$ cat src/rtl/apb2_mailbox_pkg.sv
// apb2_mailbox_pkg: register offsets, STATUS/IRQ bit indices and FSM states for the APB2 mailbox slave
package apb2_mailbox_pkg;
  localparam logic [7:0] TXDATA_OFF  = 8'h40;
  localparam logic [7:0] RXDATA_OFF  = 8'h44;
  localparam logic [7:0] STATUS_OFF  = 8'h48;
  localparam logic [7:0] IRQEN_OFF   = 8'h4C;
  localparam logic [7:0] IRQSTAT_OFF = 8'h50;
  localparam int ST_TXFULL  = 0;
  localparam int ST_RXEMPTY = 1;
  localparam int ST_OVF     = 2;
  localparam int ST_UDF     = 3;
  localparam int IRQ_RXNE = 0;
  localparam int IRQ_TXE  = 1;
  localparam int IRQ_OVF  = 2;
  localparam int IRQ_UDF  = 3;
  localparam logic [1:0] S_IDLE   = 2'd0;
  localparam logic [1:0] S_SETUP  = 2'd1;
  localparam logic [1:0] S_ACCESS = 2'd2;
endpackage

$ cat src/rtl/apb2_mailbox_slave_fifo.sv
// mailbox_sync_fifo: single-clock FIFO with first-word-fall-through head and occupancy count
module mailbox_sync_fifo #(
  parameter int WIDTH = 32,
  parameter int DEPTH = 16
) (
  input  logic                     clk,
  input  logic                     rst,
  input  logic                     push,
  input  logic                     pop,
  input  logic [WIDTH-1:0]         wdata,
  output logic [WIDTH-1:0]         rdata,
  output logic                     full,
  output logic                     empty,
  output logic [$clog2(DEPTH):0]   count
);
  localparam int AW = $clog2(DEPTH);
  localparam int CW = AW + 1;
  logic [WIDTH-1:0] mem [DEPTH];
  logic [AW-1:0] wp, rp;
  logic do_push, do_pop;
  assign full    = count == CW'(DEPTH);
  assign empty   = count == '0;
  assign do_push = push & ~full;
  assign do_pop  = pop & ~empty;
  assign rdata   = mem[rp];
  always_ff @(posedge clk or posedge rst) begin
    if (rst) begin
      wp    <= '0;
      rp    <= '0;
      count <= '0;
    end else begin
      if (do_push) wp <= wp + 1'b1;
      if (do_pop) rp <= rp + 1'b1;
      count <= count + CW'(do_push) - CW'(do_pop);
    end
  end
  always_ff @(posedge clk) begin
    if (do_push) mem[wp] <= wdata;
  end
endmodule

$ cat src/rtl/apb2_mailbox_slave.sv
// apb2_mailbox_slave: APB2 slave with byte-strobed control registers, TX/RX mailbox FIFOs and maskable irq
module apb2_mailbox_slave
  import apb2_mailbox_pkg::*;
#(
  parameter int ADDR_WIDTH  = 8,
  parameter int DATA_WIDTH  = 32,
  parameter int NUM_REGS    = 4,
  parameter int FIFO_DEPTH  = 16,
  parameter int WAIT_STATES = 0
) (
  input  logic                     pclk,
  input  logic                     preset,
  input  logic                     psel,
  input  logic                     penable,
  input  logic                     pwrite,
  input  logic [ADDR_WIDTH-1:0]    paddr,
  input  logic [DATA_WIDTH-1:0]    pwdata,
  input  logic [3:0]               pstrb,
  output logic [DATA_WIDTH-1:0]    prdata,
  output logic                     pready,
  output logic                     pslverr,
  output logic [NUM_REGS*32-1:0]   ctrl_o,
  output logic [31:0]              tx_data_o,
  output logic                     tx_valid_o,
  input  logic                     tx_ready_i,
  input  logic [31:0]              rx_data_i,
  input  logic                     rx_valid_i,
  output logic                     rx_ready_o,
  output logic                     irq_o
);
  localparam int CW = $clog2(FIFO_DEPTH) + 1;
  logic [1:0] st_q;
  logic [3:0] wait_q, irqen_q, irqstat;
  logic ovf_q, udf_q, acc, err, done_wr, done_rd, w1c, unused_ok;
  logic h_ctrl, h_tx, h_rx, h_st, h_en, h_is;
  logic tx_full, tx_empty, rx_full, rx_empty;
  logic [CW-1:0] tx_cnt, rx_cnt;
  logic [ADDR_WIDTH-1:0] a;
  logic [ADDR_WIDTH-3:0] idx;
  logic [DATA_WIDTH-1:0] rdata, status, rx_head;
  assign a         = {paddr[ADDR_WIDTH-1:2], 2'b00};
  assign idx       = paddr[ADDR_WIDTH-1:2];
  assign unused_ok = ^paddr[1:0];
  assign h_ctrl    = a < ADDR_WIDTH'(NUM_REGS * 4);
  assign h_tx      = a == ADDR_WIDTH'(TXDATA_OFF);
  assign h_rx      = a == ADDR_WIDTH'(RXDATA_OFF);
  assign h_st      = a == ADDR_WIDTH'(STATUS_OFF);
  assign h_en      = a == ADDR_WIDTH'(IRQEN_OFF);
  assign h_is      = a == ADDR_WIDTH'(IRQSTAT_OFF);
  assign acc       = psel & penable & (st_q == S_SETUP || st_q == S_ACCESS);
  assign pready    = acc & (wait_q == 4'(WAIT_STATES));
  // Full/empty are judged on the pre-cycle FIFO state, so a same-cycle fabric pop/push never rescues the access
  assign err       = pwrite ? ~(h_ctrl | h_tx | h_en | h_is) | (h_tx & tx_full)
                            : ~(h_ctrl | h_rx | h_st | h_en | h_is) | (h_rx & rx_empty);
  assign done_wr   = pready & pwrite & ~err;
  assign done_rd   = pready & ~pwrite & ~err;
  assign w1c       = done_wr & h_is;
  assign pslverr   = pready & err;
  assign prdata    = done_rd ? rdata : '0;
  assign tx_valid_o = ~tx_empty;
  assign rx_ready_o = ~rx_full;
  always_ff @(posedge pclk or posedge preset) begin
    if (preset) begin
      st_q   <= S_IDLE;
      wait_q <= '0;
    end else begin
      st_q   <= !psel ? S_IDLE : !penable ? S_SETUP : (acc & ~pready) ? S_ACCESS : S_IDLE;
      wait_q <= (psel & ~penable) ? '0 : (acc & ~pready) ? wait_q + 1'b1 : wait_q;
    end
  end
  always_comb begin
    status = '0;
    status[23:16] = 8'(rx_cnt);
    status[15:8] = 8'(tx_cnt);
    status[ST_UDF] = udf_q;
    status[ST_OVF] = ovf_q;
    status[ST_RXEMPTY] = rx_empty;
    status[ST_TXFULL] = tx_full;
    irqstat = '0;
    irqstat[IRQ_UDF] = udf_q;
    irqstat[IRQ_OVF] = ovf_q;
    irqstat[IRQ_TXE] = tx_empty;
    irqstat[IRQ_RXNE] = ~rx_empty;
  end
  always_comb begin
    rdata = h_rx ? rx_head : h_st ? status : h_en ? {{(DATA_WIDTH-4){1'b0}}, irqen_q}
          : h_is ? {{(DATA_WIDTH-4){1'b0}}, irqstat} : '0;
    for (int i = 0; i < NUM_REGS; i++)
      if (h_ctrl && idx == (ADDR_WIDTH-2)'(i)) rdata = ctrl_o[32*i +: 32];
  end
  always_ff @(posedge pclk or posedge preset) begin
    if (preset) begin
      ctrl_o  <= '0;
      irqen_q <= '0;
      ovf_q   <= 1'b0;
      udf_q   <= 1'b0;
      irq_o   <= 1'b0;
    end else begin
      for (int i = 0; i < NUM_REGS; i++)
        for (int b = 0; b < 4; b++)
          if (done_wr && h_ctrl && idx == (ADDR_WIDTH-2)'(i) && pstrb[b])
            ctrl_o[32*i+8*b +: 8] <= pwdata[8*b +: 8];
      if (done_wr & h_en) irqen_q <= pwdata[3:0];
      ovf_q <= (pready & pwrite & h_tx & tx_full) | (ovf_q & ~(w1c & pwdata[IRQ_OVF]));
      udf_q <= (pready & ~pwrite & h_rx & rx_empty) | (udf_q & ~(w1c & pwdata[IRQ_UDF]));
      irq_o <= |(irqen_q & irqstat);
    end
  end
  mailbox_sync_fifo #(.WIDTH(DATA_WIDTH), .DEPTH(FIFO_DEPTH)) u_tx (
    .clk(pclk), .rst(preset), .push(done_wr & h_tx), .pop(tx_ready_i), .wdata(pwdata),
    .rdata(tx_data_o), .full(tx_full), .empty(tx_empty), .count(tx_cnt)
  );
  mailbox_sync_fifo #(.WIDTH(DATA_WIDTH), .DEPTH(FIFO_DEPTH)) u_rx (
    .clk(pclk), .rst(preset), .push(rx_valid_i), .pop(done_rd & h_rx), .wdata(rx_data_i),
    .rdata(rx_head), .full(rx_full), .empty(rx_empty), .count(rx_cnt)
  );
endmodule

$ cat config.mk
export PLATFORM = sky130hd
export DESIGN_NAME = apb2_mailbox_slave
export DESIGN_NICKNAME = d
export VERILOG_FILES = /design/src/rtl/apb2_mailbox_pkg.sv /design/src/rtl/apb2_mailbox_slave_fifo.sv /design/src/rtl/apb2_mailbox_slave.sv
export SDC_FILE = /design/constraint.sdc
export NUM_CORES = 1
export LEC_CHECK = 0
export CORE_MARGIN = 2
export CORE_UTILIZATION = 50
export CTS_BUF_LIST = sky130_fd_sc_hd__clkbuf_4
export DETAILED_ROUTE_END_ITERATION = 8
export PLACE_DENSITY = 0.69
export SYNTH_ARGS = -nofsm -noshare
export SYNTH_HDL_FRONTEND = slang
export SYNTH_SLANG_ARGS = --single-unit
$ cat constraint.sdc
create_clock -name pclk -period 13.9 [get_ports pclk]
set_input_delay 4.17 -clock pclk [delete_from_list [all_inputs] [get_ports pclk]]
set_output_delay 4.17 -clock pclk [all_outputs]
set_load 0.03 [all_outputs]
==> flow_results.org, run 1 <==
** Global route
- Global routing finished with a remaining overflow of 0.
- The number of antenna violations at the first check in global routing was 17.
- First-pass GRT wire length :: 174000 µm
- GR Util All Layers :: 0.249
- Entering global routing, the biggest net connects 88 pins.
- Vias in the first global route :: 26500

** Critical path
- Top cell by count, worst path :: sky130_fd_sc_hd__clkdlybuf4s50_1
- The worst setup path is captured at a primary output.
- The worst setup path is launched from an input pin.
- Data on the critical path arrives at its endpoint at 8.52 ns.
- Longest individual stage delay on the worst path :: 1.01 ns
- Critical Path, Cell by Cell :: clkdlybuf4s50_1 -> nor4b_1 -> nand4_1 -> a41oi_1 -> clkdlybuf4s50_1
- The worst setup path is of the input pin to primary output kind.
- Of all nets on the critical path, the largest fanout is 16.
- Buffering stage count on the worst path with inverters included :: 2
- On the critical path, the stage with the largest delay is an instance of sky130_fd_sc_hd__nand4_1.
- Critical path's top delay family :: simple AND/OR/NAND/NOR gates
- Crit path required time :: 9.73 ns

** Clocking
- Cts bufs inserted :: 313
- The clock net in this run drives a total of 1191 sinks.
- CTS clk-pin slew, worst paths :: 0.07 ns
- TritonCTS clock tree :: yes
- In this run the number of H-tree levels came out at 5.
- Buffers inserted during post-CTS setup optimization :: 0
- Cts repair resizes :: 0
- In this run, post-CTS hold repair placed 0 buffers.
- The clock passes through at most 4 buffers.
- Clock tree synthesis selected as its root buffer the cell sky130_fd_sc_hd__clkbuf_4.
- The later pin in the worst-skew pair is clocked with a latency of 1.15 ns.

** Route
- After detailed routing, the number of vias per cell comes to 5.95.
- Number of nets still failing antenna checks after routing :: 0
- The detailed router finished its first iteration with 2667 violations.
- Number of optimization iterations in the first detailed-route pass :: 6
- Number of vias after detailed routing :: 25300
- DR WL/cell :: 28.0 µm
- Total length of routed wires :: 119000 µm
- Remaining design rule violation count :: 0

** Die
- # rows :: 112
- IO Pins :: 280
- Core box area :: 93300 µm²
- Measured along the x axis, the die boundary spans 311 µm.
- The initial utilization of the core area, before any placement, comes to 0.505.
- Measured along the y axis, the die boundary spans 311 µm.
- Die outline area :: 96700 µm²

** Yosys
- Cells taking the most area after synthesis :: sky130_fd_sc_hd__edfxtp_1, sky130_fd_sc_hd__mux4_2, sky130_fd_sc_hd__dfrtp_1
- Sequential share of the synthesized area :: 0.741
- Net Count, Synth :: 2362
- In this run the mean area of a mapped cell was 20.9 µm².
- Synth area leader :: sky130_fd_sc_hd__edfxtp_1
- After synthesis the netlist holds a flip-flop and latch count of 1191.
- Counting instances in the post-synthesis netlist gives the leading cell types as sky130_fd_sc_hd__edfxtp_1, sky130_fd_sc_hd__mux4_2, sky130_fd_sc_hd__dfrtp_1.
- Number of cells produced by synthesis :: 2253
- The netlist uses 61 different library cells.
- Commonest register cell after synthesis :: sky130_fd_sc_hd__edfxtp_1
- The synthesized netlist occupies a cell area of 47100 µm².
- Synthesis Warnings :: 0
- Counting flops with a built-in enable in the synthesized netlist gives 1024.
- Area share of the largest cell type after synthesis :: 0.652
- Async set-or-reset flop fraction in the synthesized netlist :: 0.140
- Top-count cell post-synth :: sky130_fd_sc_hd__edfxtp_1

** Timing
- Clock tree skew after final layout :: 0.0694 ns
- Of the available clock period, the critical path in the final layout requires 0.913.
- Setup repair after global routing left no endpoint under its margin.
- The final number of max-transition violations is 0.
- For the final routed database, the setup TNS stands at 0 ns.
- Count of final setup violators :: 0
- Time the final worst path needs with I/O delays and setup :: 12.69 ns
- The final-report hold violation count came to 0.
- Worst Hold Margin :: 0.529 ns
- Pin slew with the least headroom to its limit :: 1.22 ns
- F_max :: 0.0788 GHz
- Max_slew headroom :: 0.190

** Cells and area
- Area added between synthesis and finish :: 17.5%
- Summing all flip-flop and latch instances after layout gives 34900 µm².
- In the final layout, the share of cells above drive strength 1 is 0.353.
- Multi-input gate area in the final layout :: 11800 µm²
- For this run, the post-layout net count is 2887.
- Final Core Density :: 0.594
- Final Cell Area :: 55400 µm²
- Count of fill cells added during filler insertion :: 6772

** Pwr
- Clock power share :: 0.332
- Combinational Power Share :: 0.182
- Net Switching :: 0.00236 W
- Net switching fraction of the power :: 0.270
- Summed over all cells, the static leakage comes to 18.7 nW.
- Fraction of power consumed by sequential logic :: 0.486
- Power per cell area :: 158 nW/µm²
- IR analysis of the VDD net gives a maximum drop of 0.0971 mV.
- Cell internal power was estimated by the tool at 0.00638 W.

** Placement
- At the end of routability-driven placement, the weighted congestion stood at 0.841.
- HPWL Detailed :: 72100 µm
- Post-placement cell area :: 51600 µm²
- Port buffering added 277 buffers.

** Job
- Across the run, the number of max-cap violations was 0.

** Worst hold path
- The path class of the tightest hold or removal check is register to register.

** Status
- The flow ran to the end, and the final reports show no timing, DRC or antenna violations.
==> logic make-up (layout without fill, tap and decap cells) <==
family	after synthesis	count (layout)	share of synthesized area
DFF	1191	1191	0.741
muxes	470	470	0.180
and+or+nand+nor	262	262	0.0310
buffers and inverters	149	882	0.0136
AOI/OAI and AO/OA	129	129	0.0218
adders and majority gates	26	26	0.00722
xor gates and xnor gates	26	26	0.00483
other	0	7	0
==> layer usage <==
metal | GRT usage | part of all wire | up-vias
met4 | 0.0951 | 0.030 | 16
met2 | 0.396 | 0.49 | 1284
met3 | 0.0730 | 0.093 | 199
met1 | 0.326 | 0.38 | 13200
li1 | - | - | 10600
met5 | 0 | 0.00087 | -
==> power groups by stage <==
stage               registers [W]  clock network [W]  logic (W)
floorplan                 0.00418                  0    0.00116
global placement          0.00432                  0    0.00159
detailed placement        0.00433                  0    0.00162
CTS                       0.00426            0.00297    0.00162
global route              0.00427            0.00315    0.00169
finish                    0.00425            0.00290    0.00159
==> placed cells by master (no fill, tap or decap), drive strengths merged, types with 31 or more instances in the layout <==
| cell type | count |
|---|---|
| buf | 55 |
| clkbuf | 448 |
| clkdlybuf4s50 | 277 |
| clkinv | 64 |
| dfrtp | 167 |
| edfxtp | 1024 |
| inv | 34 |
| mux2 | 168 |
| mux4 | 287 |
| nand2 | 113 |
| nor2 | 46 |
| nor3 | 31 |
==> final cells by class <==
class / instances / area share
flip-flops and latches: 1191 / 0.631
repair buffers: 332 / 0.0575
clock inverters: 75 / 0.00716
well taps: 1254 / 0.0283
multi-input cells: 913 / 0.213
clock buffers: 448 / 0.0607
diodes: 7 / 0.000316
inverters: 27 / 0.00192
==> sequential cells by signal, indices dropped and copies added, names as in the netlist, 5 cells and up <==
name        cells
u_rx.mem      512
u_rx.count      5
u_tx.count      5
ctrl_o        128
u_tx.mem      512
==> path summary, 6_finish.rpt <==
check                                       from                       to  slack (ns)  depth (start not counted)
max                                       pwrite               prdata[31]        1.21                          5
min                        ctrl_o[4]$_DFFE_PP0P_    ctrl_o[4]$_DFFE_PP0P_        0.53                          1
max reg2reg                wait_q[0]$_DFFE_PP0P_  u_rx.count[4]$_DFF_PP0_        9.06                         14
min reg2reg                ctrl_o[4]$_DFFE_PP0P_    ctrl_o[4]$_DFFE_PP0P_        0.53                          1
max in group asynchronous                 preset   u_rx.rp[0]$_DFFE_PP0P_        8.50                          3
min in group asynchronous                 preset   ctrl_o[30]$_DFFE_PP0P_        3.58                          2
==> metrics by stage <==
step	cells	worst slack, ns	power, W
3_5_place_dp	3717	1.54	0.00595
3_3_place_gp	3717	1.55	0.00591
2_1_floorplan	2253	3.47	0.00535
6_report	4247	1.21	0.00874
5_1_grt	4246	1.30	0.00912
4_1_cts	4240	1.49	0.00885
No activity file was read; power rests on OpenSTA's default activity.
==> run 2: changes to the inputs <==
--- a/config.mk
+++ b/config.mk
@@ -9,6 +9,7 @@
 export CORE_UTILIZATION = 50
 export CTS_BUF_LIST = sky130_fd_sc_hd__clkbuf_4
 export DETAILED_ROUTE_END_ITERATION = 8
+export GPL_TIMING_DRIVEN = 0
 export PLACE_DENSITY = 0.69
 export SYNTH_ARGS = -nofsm -noshare
 export SYNTH_HDL_FRONTEND = slang
==> run 2 against run 1 <==
Net effect: sequential cell count stayed put; largest cell class unchanged; first-iteration DRC count is 12% higher; global-route usage is 2.0 points higher; die area stayed put; highest routed layer unchanged; worst setup slack worse by 0.0045 ns; clock skew is 0.0047 ns higher.
==> flow_results.org, run 2 (same netlist as run 1, synthesis figures left out) <==
** Status
- Outcome: finished, final reports clean (unchanged).

** Timing
- Pin slew with the least headroom to its limit :: 1.39 ns (was 1.22 ns)
- Count of final setup violators :: 0 (unchanged)
- The maximum achievable frequency is 0.0788 GHz (about the same).
- The post-route minimum period came to 12.70 ns (was 12.69 ns).
- Worst setup slack after layout :: 1.20 ns (was 1.21 ns)
- The worst slew margin relative to its limit was 0.0719 (was 0.190).
- The final-report hold violation count was 0 (unchanged).
- Setup tns final :: 0 ns (unchanged)
- Max Transition Viols Final :: 0 (unchanged)
- Final worst path period share :: 0.913 (about the same)
- Unrepaired setup endpoints after global routing :: no (unchanged)
- Clock tree skew after final layout :: 0.0740 ns (was 0.0694 ns)

** Route
- The total via count after detailed routing was 26300 (was 25300).
- The number of remaining DRC errors is 0 (unchanged).
- Number of nets still failing antenna checks after routing :: 0 (unchanged)
- Total length of routed wires :: 128000 µm (was 119000 µm)
- Vias per inst :: 6.04 (was 5.95)
- DR WL/cell :: 29.4 µm (was 28.0 µm)
- The first-iteration detailed-routing DRC count is 2992 (was 2667).
- Number of optimization iterations in the first detailed-route pass :: 6 (unchanged)

** Global route
- The via count of the first global-routing pass came to 27700 (was 26500).
- The remaining global-route overflow is 0 (unchanged).
- First-pass GRT wire length :: 186000 µm (was 174000 µm)
- The number of antenna violations at the first check in global routing is 18 (was 17).
- The total routing usage reported by global routing is 0.268 (was 0.249).
- The pin count of the biggest net entering global routing is 122 (was 88).

** Die
- The die area came to 96700 µm² (unchanged).
- # rows :: 112 (unchanged)
- Horizontal die dimension :: 311 µm (unchanged)
- Initial core utilization :: 0.505 (unchanged)
- IO Pins :: 280 (unchanged)
- Die extent in y :: 311 µm (unchanged)
- The area of the core was 93300 µm² (unchanged).

** Pwr
- Power per cell area :: 157 nW/µm² (was 158 nW/µm²)
- Static leakage power :: 19.1 nW (was 18.7 nW)
- The total power after layout is 0.00885 W (was 0.00874 W).
- Max rail drop VDD :: 0.0846 mV (was 0.0971 mV)

** Critical path
- Type of the setup path with the least slack :: input pin to primary output (unchanged)
- The arrival time reported for the critical path endpoint came to 8.53 ns (was 8.52 ns).
- The terminus of the critical flop-to-flop path is u_tx.mem[3][0]$_DFFE_PP_ (was u_rx.count[4]$_DFF_PP0_).
- The endpoint of the worst setup timing path is prdata[14] (was prdata[31]).
- Origin of the critical flop-to-flop path :: wait_q[0]$_DFFE_PP0P_ (unchanged)
- Startpoint kind of the worst setup timing path :: input pin (unchanged)
- Crit path required time :: 9.73 ns (about the same)
- Flop2flop setup slack :: 9.83 ns (was 9.06 ns)
- Logic depth of the worst register-to-register path :: 10 (was 14)
- Nature of the critical path endpoint :: primary output (unchanged)
- The startpoint of the worst setup timing path is paddr[6] (was pwrite).
- The largest fanout on the critical path was 10 (was 16).

** Clocking
- The number of instances resized during post-cts repair is 0 (unchanged).
- Cell at the root of the clock tree :: sky130_fd_sc_hd__clkbuf_4 (unchanged)
- Cts bufs inserted :: 320 (was 313)
- Number of levels the H-tree was split into :: 5 (unchanged)
- CTS clk-pin slew, worst paths :: 0.06 ns (was 0.07 ns)
- The latest clock arrival within the worst-skew pair was 1.19 ns (was 1.15 ns).
- The hold-fix buffer count after cts is 0 (unchanged).
- Total number of clock tree sinks :: 1191 (unchanged)
- The number of buffers inserted by post-CTS setup repair came to 0 (unchanged).
- Maximum buffer depth of the clock tree :: 4 (unchanged)
- The TritonCTS clock tree was yes (unchanged).

** Cells and area
- Top Registers :: u_rx.mem (512), u_tx.mem (512), ctrl_o (128) (unchanged)
- Final Core Density :: 0.603 (was 0.594)
- The fraction of layout cells with a size suffix above 1 is 0.354 (was 0.353).
- Most common library cell in the layout ignoring fill and taps :: sky130_fd_sc_hd__edfxtp_1 (unchanged)
- Most frequent cells in the layout :: sky130_fd_sc_hd__edfxtp_1, sky130_fd_sc_hd__clkbuf_4, sky130_fd_sc_hd__mux4_2 (unchanged)
- Layout net count :: 3010 (was 2887)
- The growth of design area from synthesis to finish was 19.4% (was 17.5%).

** Placement
- HPWL Detailed :: 87500 µm (was 72100 µm)
- Number of buffers inserted by port buffering :: 272 (was 277)
- The pre-CTS worst setup slack was 1.34 ns (was 1.54 ns).
- The last weighted congestion value of the routability-driven placer came to 0.856 (was 0.841).

** Worst hold path
- Path type of the worst min-delay path :: register to register (unchanged)

** Job
- Maximum Capacitance Violations :: 0 (unchanged)
[run 2: how the worst min path moves through the flow]
stage | start | end | slack, ns | cells past startpoint
4_1_cts | ctrl_o[119]$_DFFE_PP0P_ | ctrl_o[119]$_DFFE_PP0P_ | 0.54 | 1
2_1_floorplan | irqen_q[1]$_DFFE_PP0P_ | irq_o$_DFF_PP0_ | 0.46 | 2
3_5_place_dp | ovf_q$_DFF_PP0_ | ovf_q$_DFF_PP0_ | 0.53 | 2
6_report | ctrl_o[61]$_DFFE_PP0P_ | ctrl_o[61]$_DFFE_PP0P_ | 0.54 | 1
5_1_grt | ctrl_o[115]$_DFFE_PP0P_ | ctrl_o[115]$_DFFE_PP0P_ | 0.57 | 1
3_3_place_gp | ovf_q$_DFF_PP0_ | ovf_q$_DFF_PP0_ | 0.51 | 2
[run 2: critical path, stage by stage]
cell and delay [ns]:
sky130_fd_sc_hd__clkdlybuf4s50_1 0.50, sky130_fd_sc_hd__buf_2 0.24, sky130_fd_sc_hd__nor2_1 0.30, sky130_fd_sc_hd__and2_1 0.17, sky130_fd_sc_hd__clkbuf_1 0.43, sky130_fd_sc_hd__clkbuf_1 0.90
sky130_fd_sc_hd__a222oi_1 0.37, sky130_fd_sc_hd__a41oi_1 0.63, sky130_fd_sc_hd__clkdlybuf4s50_1 0.80
[run 2: final cells by class]
cell class,instances,area [µm²]
Antenna cell,14,35.0
Buffer,122,541
Clock buffer,464,3480
Clock inverter,55,272
Fill cell,6724,37000
Inverter,27,109
Multi-Input combinational cell,913,11800
Sequential cell,1191,34900
Tap cell,1254,1570
Timing Repair Buffer,326,3570
[run 2: stage by stage]
| step | hold slack (ns) | cell area (µm²) | instances |
|---|---|---|---|
| final | 0.542 | 56300 | 4366 |
| after global routing | 0.566 | 56300 | 4358 |
| after CTS | 0.541 | 56300 | 4352 |
| after detailed placement | 0.526 | 52500 | 3833 |
| after global placement | 0.515 | 51400 | 3779 |
| after floorplan | 0.464 | 47100 | 2253 |
[run 2: layer usage]
layer | vias up | global-route usage | routed length [µm]
li1 | 10800 | - | -
met1 | 13700 | 0.344 | 47300
met5 | - | 0 | 85
met4 | 12 | 0.125 | 4960
met3 | 303 | 0.0734 | 13100
met2 | 1534 | 0.429 | 62900
[run 2: report_power, final]
part | switching [W] | internal, W | total (W)
logic | 0.00102 | 0.000806 | 0.00183
registers | 0.0000552 | 0.00407 | 0.00412
clock network | 0.00135 | 0.00155 | 0.00290
